## src/rtl/lite16_pkg.sv

```systemverilog
// Shared definitions for the LITE-16 control path: widths, instruction field
// positions, the sequencer state type and small decode helpers.
package lite16_pkg;

  localparam int unsigned DATA_W = 16;
  localparam int unsigned REG_N  = 8;
  localparam int unsigned REG_AW = 3;
  localparam int unsigned IMM_W  = 5;
  localparam int unsigned OP_W   = 3;

  localparam logic [DATA_W-1:0] HALT_WORD = 16'hFFFF;

  // Instruction field positions (bit 15 selects ALU vs jump)
  localparam int unsigned IR_JMP     = 15;
  localparam int unsigned IR_COND    = 14;
  localparam int unsigned IR_TGT_W   = 14;
  localparam int unsigned IR_OP_LSB  = 12;
  localparam int unsigned IR_RI      = 11;
  localparam int unsigned IR_RD_LSB  = 8;
  localparam int unsigned IR_RA_LSB  = 5;
  localparam int unsigned IR_RB_LSB  = 2;
  localparam int unsigned IR_IMM_LSB = 0;

  typedef enum logic [2:0] {
    ST_FETCH,
    ST_DECODE,
    ST_EXECUTE,
    ST_WRITEBACK,
    ST_HALT
  } state_e;

  typedef struct packed {
    logic [OP_W-1:0]   codeop;
    logic              ri;
    logic [REG_AW-1:0] rd;
    logic [REG_AW-1:0] ra;
    logic [REG_AW-1:0] rb;
    logic [IMM_W-1:0]  imm5;
  } alu_fields_t;

  function automatic alu_fields_t decode_alu(input logic [DATA_W-1:0] ir);
    alu_fields_t f;
    f.codeop = ir[IR_OP_LSB +: OP_W];
    f.ri     = ir[IR_RI];
    f.rd     = ir[IR_RD_LSB +: REG_AW];
    f.ra     = ir[IR_RA_LSB +: REG_AW];
    f.rb     = ir[IR_RB_LSB +: REG_AW];
    f.imm5   = ir[IR_IMM_LSB +: IMM_W];
    return f;
  endfunction

  function automatic logic [DATA_W-1:0] zext_imm(input logic [IMM_W-1:0] imm);
    return {{(DATA_W-IMM_W){1'b0}}, imm};
  endfunction

endpackage

```

## src/rtl/cpu_control_regfile.sv

```systemverilog
// 8x16 register file: three async read ports (ra, rb, rd), one sync write
// port; r0 always reads zero and ignores writes.
module regfile
  import lite16_pkg::*;
(
  input  logic              clk_i,
  input  logic              rst_i,
  input  logic [REG_AW-1:0] ra_addr_i,
  input  logic [REG_AW-1:0] rb_addr_i,
  input  logic [REG_AW-1:0] rd_addr_i,
  output logic [DATA_W-1:0] ra_data_o,
  output logic [DATA_W-1:0] rb_data_o,
  output logic [DATA_W-1:0] rd_data_o,
  input  logic              we_i,
  input  logic [REG_AW-1:0] waddr_i,
  input  logic [DATA_W-1:0] wdata_i
);

  logic [DATA_W-1:0] regs_q [REG_N];

  always_ff @(posedge clk_i) begin
    if (rst_i) begin
      regs_q <= '{default: '0};
    end else if (we_i && (waddr_i != '0)) begin
      regs_q[waddr_i] <= wdata_i;
    end
  end

  always_comb begin
    ra_data_o = (ra_addr_i == '0) ? '0 : regs_q[ra_addr_i];
    rb_data_o = (rb_addr_i == '0) ? '0 : regs_q[rb_addr_i];
    rd_data_o = (rd_addr_i == '0) ? '0 : regs_q[rd_addr_i];
  end

endmodule

```

## src/rtl/cpu_control.sv

```systemverilog
// LITE-16 multi-cycle sequencer: fetches over req/ack, decodes, drives the
// ALU from registered operands, writes results back and resolves jumps.
module cpu_control
  import lite16_pkg::*;
(
  input  logic              clk,
  input  logic              rst,
  output logic              imem_req,
  output logic [DATA_W-1:0] imem_addr,
  input  logic              imem_ack,
  input  logic [DATA_W-1:0] imem_data,
  output logic [OP_W-1:0]   alu_codeop,
  output logic              alu_ri,
  output logic [DATA_W-1:0] alu_a,
  output logic [DATA_W-1:0] alu_b,
  output logic [DATA_W-1:0] alu_rd,
  input  logic [DATA_W-1:0] alu_r,
  input  logic              alu_cmp,
  output logic              halted
);

  state_e            state_q, state_d;
  logic [DATA_W-1:0] pc_q, pc_d;
  logic [DATA_W-1:0] ir_q, ir_d;
  logic              flag_q, flag_d;
  logic [DATA_W-1:0] result_q, result_d;
  logic [OP_W-1:0]   codeop_q, codeop_d;
  logic              ri_q, ri_d;
  logic [DATA_W-1:0] a_q, a_d;
  logic [DATA_W-1:0] b_q, b_d;
  logic [DATA_W-1:0] rdv_q, rdv_d;

  alu_fields_t       dec;
  logic [DATA_W-1:0] rf_ra, rf_rb, rf_rd;
  logic              rf_we;

  assign dec   = decode_alu(ir_q);
  assign rf_we = (state_q == ST_WRITEBACK);

  regfile u_regfile (
    .clk_i     (clk),
    .rst_i     (rst),
    .ra_addr_i (dec.ra),
    .rb_addr_i (dec.rb),
    .rd_addr_i (dec.rd),
    .ra_data_o (rf_ra),
    .rb_data_o (rf_rb),
    .rd_data_o (rf_rd),
    .we_i      (rf_we),
    .waddr_i   (dec.rd),
    .wdata_i   (result_q)
  );

  always_ff @(posedge clk) begin
    if (rst) begin
      state_q  <= ST_FETCH;
      pc_q     <= '0;
      ir_q     <= '0;
      flag_q   <= 1'b0;
      result_q <= '0;
      codeop_q <= '0;
      ri_q     <= 1'b0;
      a_q      <= '0;
      b_q      <= '0;
      rdv_q    <= '0;
    end else begin
      state_q  <= state_d;
      pc_q     <= pc_d;
      ir_q     <= ir_d;
      flag_q   <= flag_d;
      result_q <= result_d;
      codeop_q <= codeop_d;
      ri_q     <= ri_d;
      a_q      <= a_d;
      b_q      <= b_d;
      rdv_q    <= rdv_d;
    end
  end

  always_comb begin
    state_d  = state_q;
    pc_d     = pc_q;
    ir_d     = ir_q;
    flag_d   = flag_q;
    result_d = result_q;
    codeop_d = codeop_q;
    ri_d     = ri_q;
    a_d      = a_q;
    b_d      = b_q;
    rdv_d    = rdv_q;

    case (state_q)
      ST_FETCH: begin
        if (imem_ack) begin
          ir_d    = imem_data;
          pc_d    = pc_q + 16'd1;
          state_d = ST_DECODE;
        end
      end
      ST_DECODE: begin
        // HALT_WORD also has bit 15 set, so it must be tested before the jump decode
        if (ir_q == HALT_WORD) begin
          state_d = ST_HALT;
        end else if (ir_q[IR_JMP]) begin
          if (!ir_q[IR_COND] || flag_q) begin
            pc_d = {{(DATA_W-IR_TGT_W){1'b0}}, ir_q[IR_TGT_W-1:0]};
          end
          state_d = ST_FETCH;
        end else begin
          codeop_d = dec.codeop;
          ri_d     = dec.ri;
          a_d      = rf_ra;
          b_d      = dec.ri ? zext_imm(dec.imm5) : rf_rb;
          rdv_d    = rf_rd;
          state_d  = ST_EXECUTE;
        end
      end
      ST_EXECUTE: begin
        result_d = alu_r;
        flag_d   = alu_cmp;
        state_d  = ST_WRITEBACK;
      end
      ST_WRITEBACK: begin
        state_d = ST_FETCH;
      end
      ST_HALT: begin
        state_d = ST_HALT;
      end
      default: begin
        state_d = ST_FETCH;
      end
    endcase
  end

  assign imem_req   = (state_q == ST_FETCH) && !rst;
  assign imem_addr  = pc_q;
  assign alu_codeop = codeop_q;
  assign alu_ri     = ri_q;
  assign alu_a      = a_q;
  assign alu_b      = b_q;
  assign alu_rd     = rdv_q;
  assign halted     = (state_q == ST_HALT);

endmodule

```

## config.mk

```make
export PLATFORM = sky130hd
export DESIGN_NAME = cpu_control
export DESIGN_NICKNAME = d
export VERILOG_FILES = /design/src/rtl/lite16_pkg.sv /design/src/rtl/cpu_control_regfile.sv /design/src/rtl/cpu_control.sv
export SDC_FILE = /design/constraint.sdc
export NUM_CORES = 1
export LEC_CHECK = 0
export CAP_MARGIN = 5
export CORE_UTILIZATION = 45
export CTS_BUF_LIST = sky130_fd_sc_hd__clkbuf_4 sky130_fd_sc_hd__clkbuf_8
export DETAILED_ROUTE_END_ITERATION = 6
export MAX_ROUTING_LAYER = met4
export PLACE_DENSITY = 0.69
export RECOVER_POWER = 50
export SYNTH_ARGS = -nofsm -noshare
export SYNTH_HDL_FRONTEND = slang
export SYNTH_SLANG_ARGS = --single-unit
```

## constraint.sdc

```tcl
create_clock -name clk -period 1.8 [get_ports clk]
set_input_delay 0.27 -clock clk [delete_from_list [all_inputs] [get_ports clk]]
set_output_delay 0.27 -clock clk [all_outputs]
set_load 0.005 [all_outputs]
```

==> results.ini <==
[status]
status = completed

[place]
globalplace.congestion = 0.928
dp.cells = 1693
dpl.hpwl_mm = 22.5
port_buffers = 105
placed_area_sq_um = 12900

[floorplan]
die_x_um = 157
fp.coreArea_sq_um = 23500
io_pins = 106
dieHeight_um = 157
rows = 56
die-area_sq_um = 24700
start_util_pct = 46.0

[sta]
slew_headroom_pct = 66.0
finalCritPeriodShare_pct = 97.9
hold_violations = 0
worstMarginPinSlew_ps = 509
min_period_ps = 1760
hold_slack_ps = 208
final-max-slew-violation-count = 0
setup_viol = 0
fmax_mhz = 567
clock_skew_ps = 22.5

[synthesis]
netlist_area_sq_um = 10800
seq_area_frac_synth_pct = 39.9
syn_inst = 1280
synth-edff-count = 0
synthArstFlopShare_pct = 0
synth_flop_cell = dfxtp_1
ys_ff_latch = 216
syn-num-nets = 1317
ys.warnings.count = 0
ys_types = 50
post_synth.cell_area_avg_sq_um = 8.47

[cts]
path_clk_slew_ps = 70
hold_buffers = 0
numCtsBuffers = 37
cts_buffer_depth = 3
clock_latency_ps = 540
clock-sinks = 216
htreeDepth = 2
cts_tree = yes
cts-root-buf = clkbuf_8

[drt]
drc = 0
routed_via_density = 5.72
wl_mm = 33.5
dr_wl_met2_mm = 15.0
drtIter0Drc = 1033
dr.pass1.iters = 5
wl_per_cell_um = 19.0
vias = 10095
top_layer = met4
ant_nets = 0
wl_met3_mm = 2.64
met1_length_mm = 15.2

[run]
maxCapViolCount = 0

[pwr]
cellPowerDensity_nw_per_um2 = 808
ir_drop_uv = 473
p_leak_nw = 4.84

[worst_setup_path]
critPathRequiredTime_ps = 1530
cp.arrival_ps = 1490
cp-start-kind = register
critical_path_class = reg -> out
cp_max_fo = 3
cp-end-kind = output port

[global_route]
antenna_found_initial = 0
grt-ovfl-total = 0
grt_pass1_wl_mm = 51.9
grt_pass1_vias = 9375
grt_max_degree = 105
track_usage_pct = 27.9

[final_layout]
areaGrowthSynthToFinish_pct = 27.6
diodes = 0
stdcell_count = 1765
fillers = 2135
nNetsFinal = 1456
layout-drive-gt1-share_pct = 22.1
fin_area_sq_um = 13800
layout_commonest_cell = nand2_1
final_cell_mix = 316 x nand2_1, 202 x dfxtp_1, 152 x a21oi_1, 100 x buf_4, 98 x clkdlybuf4s50_1

[min_path]
hp-class = in -> reg

[stage by stage]
stage	total power, mW	utilization, %	setup TNS, ps	setup WS (ps)
after global routing	11.6	58.7	-9.01	-9.01
final	11.2	58.7	0	37.4
after detailed placement	6.21	54.6	-53.6	-49.1
after floorplan	5.64	-	0	29.1
after CTS	11.2	58.4	0	12.8
after global placement	6.20	54.6	-30.0	-13.5
[cell type report]
class	count	area, sq um	area share [%]
Clock inverter	9	125	0.905
Sequential cell	216	4350	31.4
Multi-Input combinational cell	937	6030	43.7
Clock buffer	57	728	5.27
Timing Repair Buffer	225	2180	15.8
Inverter	2	7.51	0.0543
Tap cell	319	399	2.89
[cell usage after synthesis (all sizes together) (2+ instances only)]
master	number	area, sq um
a21oi	152	761
a22oi	57	428
nand3b	3	22.5
a311oi	2	17.5
nand2b	6	37.5
mux4	47	1060
nor2b	8	50.1
nor2	80	300
nor4	5	52.6
o31ai	8	60.1
or3	4	25.0
buf	43	224
a221oi	2	17.5
and4	4	35.0
nand3	28	140
nor3b	5	42.5
nor3	13	80.1
a211oi	7	52.6
or4	2	15.0
clkbuf	82	308
nand4	8	50.1
dfxtp	216	4320
a31oi	6	37.5
and3	2	12.5
mux2i	51	510
nand2	317	1190
inv	2	7.51
and2	3	18.8
o32ai	4	35.0
mux2	48	541
o21ai	53	265
[where the power goes]
part           switching [mW]  total (mW)  internal (mW)
clock                    2.03        5.05           3.01
combinational           0.669        1.17          0.503
sequential              0.106        4.96           4.85
total                    2.81        11.2           8.37
[state kept, by name, summed over array words and instances (netlist names), 3 cells and up]
| name | count |
|---|---|
| result_q | 16 |
| alu_rd | 16 |
| imem_addr | 16 |
| alu_a | 16 |
| alu_b | 16 |
| u_regfile.regs_q | 112 |
| ir_q | 16 |
| alu_codeop | 3 |
| state_q | 3 |
[path summary, 6_finish.rpt]
kind	endpoint	slack, ps	cells after the start	start
hold reg to reg	alu_rd[0]$_SDFFE_PP0P_	450	2	alu_rd[0]$_SDFFE_PP0P_
setup / recovery	imem_addr[5]	40	2	imem_addr[5]$_SDFFE_PP0P_
hold / removal	alu_b[14]$_SDFFE_PP0P_	210	3	rst
setup reg to reg	alu_a[6]$_SDFFE_PP0P_	70	7	ir_q[5]$_SDFFE_PP0P_
[layer usage]
metal	vias to the layer above	track usage (%)
met5	-	-
met4	0	9.06
met3	58	3.85
met2	477	41.6
met1	4769	38.9
li1	4791	-
[repair_timing]
item,CTS,global route
buffers inserted,2,4
endpoints found under the setup margin,7,54
gates resized for setup,22,23
pin swaps,1,3
[critical path, stage by stage (launching register included)]
cell             delay (ps)
dfxtp_2                 330
buf_4                   120
clkdlybuf4s50_1         500
[logic make-up after synthesis]
kind of cell,Yosys count,share of synthesized area [%]
adders and majority gates,1,0.115
and+or+nand+nor,491,19.4
buffers and inverters,127,4.98
DFF,216,39.9
AOI/OAI and AO/OA,299,16.1
muxes,146,19.5
Power figures use the tool's default switching activity.
